### config.mk
export PLATFORM = sky130hd
export DESIGN_NAME = rr_handshake_arbiter
export DESIGN_NICKNAME = d
export VERILOG_FILES = /design/src/rtl/rrarb_pkg.sv /design/src/rtl/rrarb_pick.sv /design/src/rtl/rr_handshake_arbiter.sv
export SDC_FILE = /design/constraint.sdc
export NUM_CORES = 1
export LEC_CHECK = 0
export ABC_AREA = 1
export BUFFER_PORTS_ARGS = -buffer_cell sky130_fd_sc_hd__buf_4
export CAP_MARGIN = 20
export CORE_AREA = 2 2 46 91
export CTS_CLUSTER_SIZE = 28
export DETAILED_ROUTE_END_ITERATION = 12
export DIE_AREA = 0 0 48 93
export SLEW_MARGIN = 15
export SYNTH_ARGS = -nofsm -noshare
export SYNTH_HDL_FRONTEND = slang
export SYNTH_HIERARCHICAL = 1
export SYNTH_SLANG_ARGS = --single-unit
export TNS_END_PERCENT = 1
### constraint.sdc
create_clock -name clk -period 4.9 [get_ports clk]
set_clock_uncertainty 0.15 [all_clocks]
set_input_delay 1.47 -clock clk [delete_from_list [all_inputs] [get_ports clk]]
set_output_delay 1.47 -clock clk [all_outputs]
set_load 0.02 [all_outputs]
### src/rtl/rrarb_pkg.sv
// Shared types and helpers for the round-robin 4-phase handshake arbiter.
// Holds the FSM state enum and the index-width helper.
package rrarb_pkg;

  typedef enum logic [1:0] {
    IDLE,
    REQ,
    ACK,
    REL
  } state_t;

  // Index width for n channels; never narrower than one bit.
  function automatic int idx_w(input int n);
    return (n > 2) ? $clog2(n) : 1;
  endfunction

endpackage

### src/rtl/rrarb_pick.sv
// Combinational round-robin pick: first requester at or above ptr, wrapping.
// Ports: req (request vector), ptr (scan start), gnt (one-hot), idx (winner).
module rrarb_pick
  import rrarb_pkg::*;
#(
  parameter  int N_CH = 4,
  localparam int IDXW = idx_w(N_CH)
) (
  input  logic [N_CH-1:0] req,
  input  logic [IDXW-1:0] ptr,
  output logic [N_CH-1:0] gnt,
  output logic [IDXW-1:0] idx
);

  logic found;
  int   j;

  always_comb begin
    gnt   = '0;
    idx   = '0;
    found = 1'b0;
    j     = 0;
    for (int i = 0; i < N_CH; i++) begin
      j = int'(ptr) + i;
      if (j >= N_CH) j = j - N_CH;
      if (!found && req[j]) begin
        found  = 1'b1;
        gnt[j] = 1'b1;
        idx    = j[IDXW-1:0];
      end
    end
  end

endmodule

### src/rtl/rr_handshake_arbiter.sv
// Round-robin arbiter merging N_CH 4-phase req/ack channels onto one resource.
// Ports: clk, rst (sync, active-high), req_i/ack_o per channel, req_o/ack_i
// to the resource, gnt_idx_o, busy_o. Macro RRARB_STATS_EN adds per-channel
// saturating grant counters with cnt_sel_i, cnt_o, cnt_clr_i.
module rr_handshake_arbiter
  import rrarb_pkg::*;
#(
  parameter  int N_CH  = 4
`ifdef RRARB_STATS_EN
  ,
  parameter  int CNT_W = 16
`endif
  ,
  localparam int IDXW  = idx_w(N_CH)
) (
  input  logic            clk,
  input  logic            rst,
  input  logic [N_CH-1:0] req_i,
  output logic [N_CH-1:0] ack_o,
  output logic            req_o,
  input  logic            ack_i,
  output logic [IDXW-1:0] gnt_idx_o,
  output logic            busy_o
`ifdef RRARB_STATS_EN
  ,
  input  logic [IDXW-1:0] cnt_sel_i,
  output logic [CNT_W-1:0] cnt_o,
  input  logic            cnt_clr_i
`endif
);

  state_t          state;
  logic [IDXW-1:0] ptr;
  logic [IDXW-1:0] win;
  logic [N_CH-1:0] win_oh;
  logic [N_CH-1:0] pick_oh;
  logic [IDXW-1:0] pick_idx;

  rrarb_pick #(
    .N_CH(N_CH)
  ) u_pick (
    .req(req_i),
    .ptr(ptr),
    .gnt(pick_oh),
    .idx(pick_idx)
  );

  assign gnt_idx_o = win;

  always_ff @(posedge clk) begin
    if (rst) begin
      state  <= IDLE;
      ptr    <= '0;
      win    <= '0;
      win_oh <= '0;
      req_o  <= 1'b0;
      ack_o  <= '0;
      busy_o <= 1'b0;
    end else begin
      unique case (state)
        IDLE: begin
          if (|req_i) begin
            win    <= pick_idx;
            win_oh <= pick_oh;
            req_o  <= 1'b1;
            busy_o <= 1'b1;
            state  <= REQ;
          end
        end
        // Winner is committed: its own req drop is ignored here.
        REQ: begin
          if (ack_i) begin
            ack_o <= win_oh;
            state <= ACK;
          end
        end
        ACK: begin
          if ((req_i & win_oh) == '0) begin
            req_o <= 1'b0;
            state <= REL;
          end
        end
        REL: begin
          if (!ack_i) begin
            ack_o  <= '0;
            busy_o <= 1'b0;
            ptr    <= (win == IDXW'(N_CH - 1)) ? '0 : win + 1'b1;
            state  <= IDLE;
          end
        end
      endcase
    end
  end

`ifdef RRARB_STATS_EN
  logic [CNT_W-1:0] cnt [N_CH];
  logic             sel_ok;

  assign sel_ok = (32'(cnt_sel_i) < N_CH);

  // Clear wins over a same-cycle increment; counts saturate at all-ones.
  always_ff @(posedge clk) begin
    if (rst || cnt_clr_i) begin
      for (int i = 0; i < N_CH; i++) cnt[i] <= '0;
    end else if (state == REQ && ack_i && cnt[win] != '1) begin
      cnt[win] <= cnt[win] + 1'b1;
    end
  end

  always_ff @(posedge clk) begin
    if (rst) cnt_o <= '0;
    else     cnt_o <= sel_ok ? cnt[cnt_sel_i] : '0;
  end
`endif

endmodule

==> flow_summary.toml <==
[routing]
wl_um = 3199
wl_per_cell_um = 12.40
drt-initial-drc-count = 10
antenna_left = 0
route.detailed.drc = 0
drt_pass1_iterations = 4
vias_per_cell = 4.911
vias = 1267

[synthesis]
synth_cells = 192
async_flop_share_pct = 0
ys.flop_type = "dfxtp_1"
ys_ff_latch = 16
synth_area_leaders = "dfxtp_1 (23%), ha_1 (13%), nand3_1 (11%)"
yosysWarnings = 6
synth_most_common_cell = "nand2_1"
yosys-top-cells-count = "nand2_1 (36), nand3_1 (29), nor2_1 (23)"
syn_avg_cell_area_um2 = 7.103
syn_area_um2 = 1364
ys_types = 31
synth_top_area_share_pct = 23.49
synth-seq-area-share_pct = 23.49
synth_nets = 213
synth_edf_count = 0
yosysTopAreaCell = "dfxtp_1"

[placement]
dp.final_hpwl_um = 2730
globalplace.congestion = 0.8167
place_inst = 254
port-buffer-count = 14

[critical_path]
cp_common_cell = "nor2_1"
path_cells = "buf_4 -> inv_1 -> nand2_1 -> nand3_4 -> nand2_8 -> nor2_2 -> a21oi_1 -> nand3_1 -> nor2_1 -> nor2_1"
worstPathArrival_ps = 2520
required_ps = 4880
cpPeakStageDelay_ps = 150
critPathTopFamily = "simple AND/OR/NAND/NOR gates"
cp-end-kind = "flop"
cp_max_fo = 7
start_kind = "primary input"
crit_buf_inv = 2
slowest_stage = "nand3_4"
critical_path_class = "in2reg"

[cts]
cts_resized = 0
hold_buffers = 0
htree_levels = 1
root_buffer = "clkbuf_8"
path_clk_slew_ps = 60
clk_path_buf_depth = 2
insertion_delay_ps = 240
cts_sinks = 16
postCtsSetupBuffers = 0
numCtsBuffers = 3
cts_tree = "done"

[sta]
tightest_slew_ps = 587.5
setup_violations = 0
rsz0062_at_grt = "false"
slew_headroom_pct = 60.78
hold_ws_ps = 315.1
slew_viol_final = 0
fin_crit_sh_pct = 51.77
final.min_clock_period_ps = 2537
setup_tns_ps = 0
hold_viol_final = 0
clock.fmax_mhz = 394.2

[grt]
grt.total_usage_pct = 16.45
grt_pass1_vias = 1272
grt.overflow.total = 0
grt_max_degree = 14
grt_pass1_wl_um = 5457
antenna_found_initial = 0

[power_and_ir_drop]
power_leakage_uw = 0.0007730
swShare_pct = 45.02
powerDensity_nw_per_um2 = 451.9
ir_worst_vdd_v = 0.0002339
p_int_uw = 387.6
p_clk_share_pct = 16.0
p_switching_uw = 317.4
p_seq_share_pct = 31.0
comb_power_share_pct = 53.0

[final_layout]
area_growth_syn_to_layout_pct = 14.40
fin_cells = 258
fillers = 405
drive_gt1_share_pct = 18.36
antenna_cells = 0
final_nets = 229

[floorplanning]
die_w_um = 48
io_pins = 15
dieArea_um2 = 4464
start_util_pct = 35.86
rows = 32
coreArea_um2 = 3804
die_y_um = 93

[job]
timing.max_cap.violations = 0

[outcome]
status = "finished, final reports clean"

[worst_hold_path]
min_path_type = "reg2reg"
## cells in the final DEF (no fill, tap or decap), drive strengths merged
| cell type | synthesis | final |
|---|---|---|
| o21ai | 13 | 13 |
| nand3 | 31 | 31 |
| clkinv | 1 | 1 |
| clkbuf | 0 | 4 |
| nand2 | 42 | 42 |
| o211ai | 1 | 1 |
| dfxtp | 16 | 16 |
| a21oi | 11 | 11 |
| a21boi | 4 | 4 |
| and2 | 1 | 1 |
| o21a | 1 | 1 |
| nand4 | 3 | 3 |
| nor2 | 26 | 26 |
| inv | 23 | 23 |
| buf | 3 | 14 |
| o211a | 1 | 1 |
| ha | 14 | 14 |
| bufinv | 1 | 1 |
## cell type report
class,count,area [µm²],area share (%)
multi-input cells,148,898.4,57.58
flip-flops and latches,16,320.3,20.53
inverters,25,117.6,7.538
repair buffers,14,105.1,6.736
well taps,51,63.81,4.090
clock buffers,4,55.05,3.528
## kinds of logic (layout without fill, tap and decap cells)
kind of cell / after synthesis / after routing / synth area share (%)
buffers and inverters: 28 / 43 / 10.64
flip-flops: 16 / 16 / 23.49
AO/OA/AOI/OAI: 31 / 31 / 14.22
AND/OR/NAND/NOR: 103 / 103 / 38.81
adder cells (fa/ha/maj): 14 / 14 / 12.84
## worst min-delay path, stage by stage (launching register included)
cell	delay (ps)
dfxtp_1	310
nand2_1	60
a21oi_1	60
## power groups by stage
stage | Clock [µW] | Combinational (µW) | Sequential, µW
after floorplan | 0 | 271 | 231
after global placement | 0 | 378 | 222
after detailed placement | 0 | 377 | 222
after CTS | 118 | 378 | 220
after global routing | 122 | 420 | 226
final | 113 | 374 | 219
## flip-flops by register name (all words and copies together) (netlist names)
register	cells
ack_o	4
busy_o	1
gnt_idx_o	2
ptr	2
req_o	1
state	2
win_oh	4
## worst paths after layout
check,from,end,slack (ps),depth (start not counted)
hold / removal,ack_o[0]$_SDFFE_PP0P_,ack_o[0]$_SDFFE_PP0P_,320,2
hold reg to reg,ack_o[0]$_SDFFE_PP0P_,ack_o[0]$_SDFFE_PP0P_,320,2
setup reg to reg,ptr[0]$_SDFFE_PP0P_,win_oh[2]$_SDFFE_PP0P_,2560,10
setup / recovery,req_i[3],win_oh[2]$_SDFFE_PP0P_,2360,10
## metal layers
layer	track usage (%)	routed length [µm]
met3	1.158	39
met2	30.78	1915
met4	9.459	176
met5	0	0
met1	15.49	1068
## metrics by stage
step | setup slack [ps] | cell area, µm² | utilization, % | power [µW]
floorplan | 2440 | 1364 | - | 501.7
global placement | 2081 | 1505 | 39.57 | 600.0
detailed placement | 2099 | 1505 | 39.57 | 599.4
CTS | 2366 | 1560 | 41.02 | 716.0
global route | 2273 | 1560 | 41.02 | 767.4
finish | 2363 | 1560 | 41.02 | 705.0
Power figures use the tool's default switching activity.
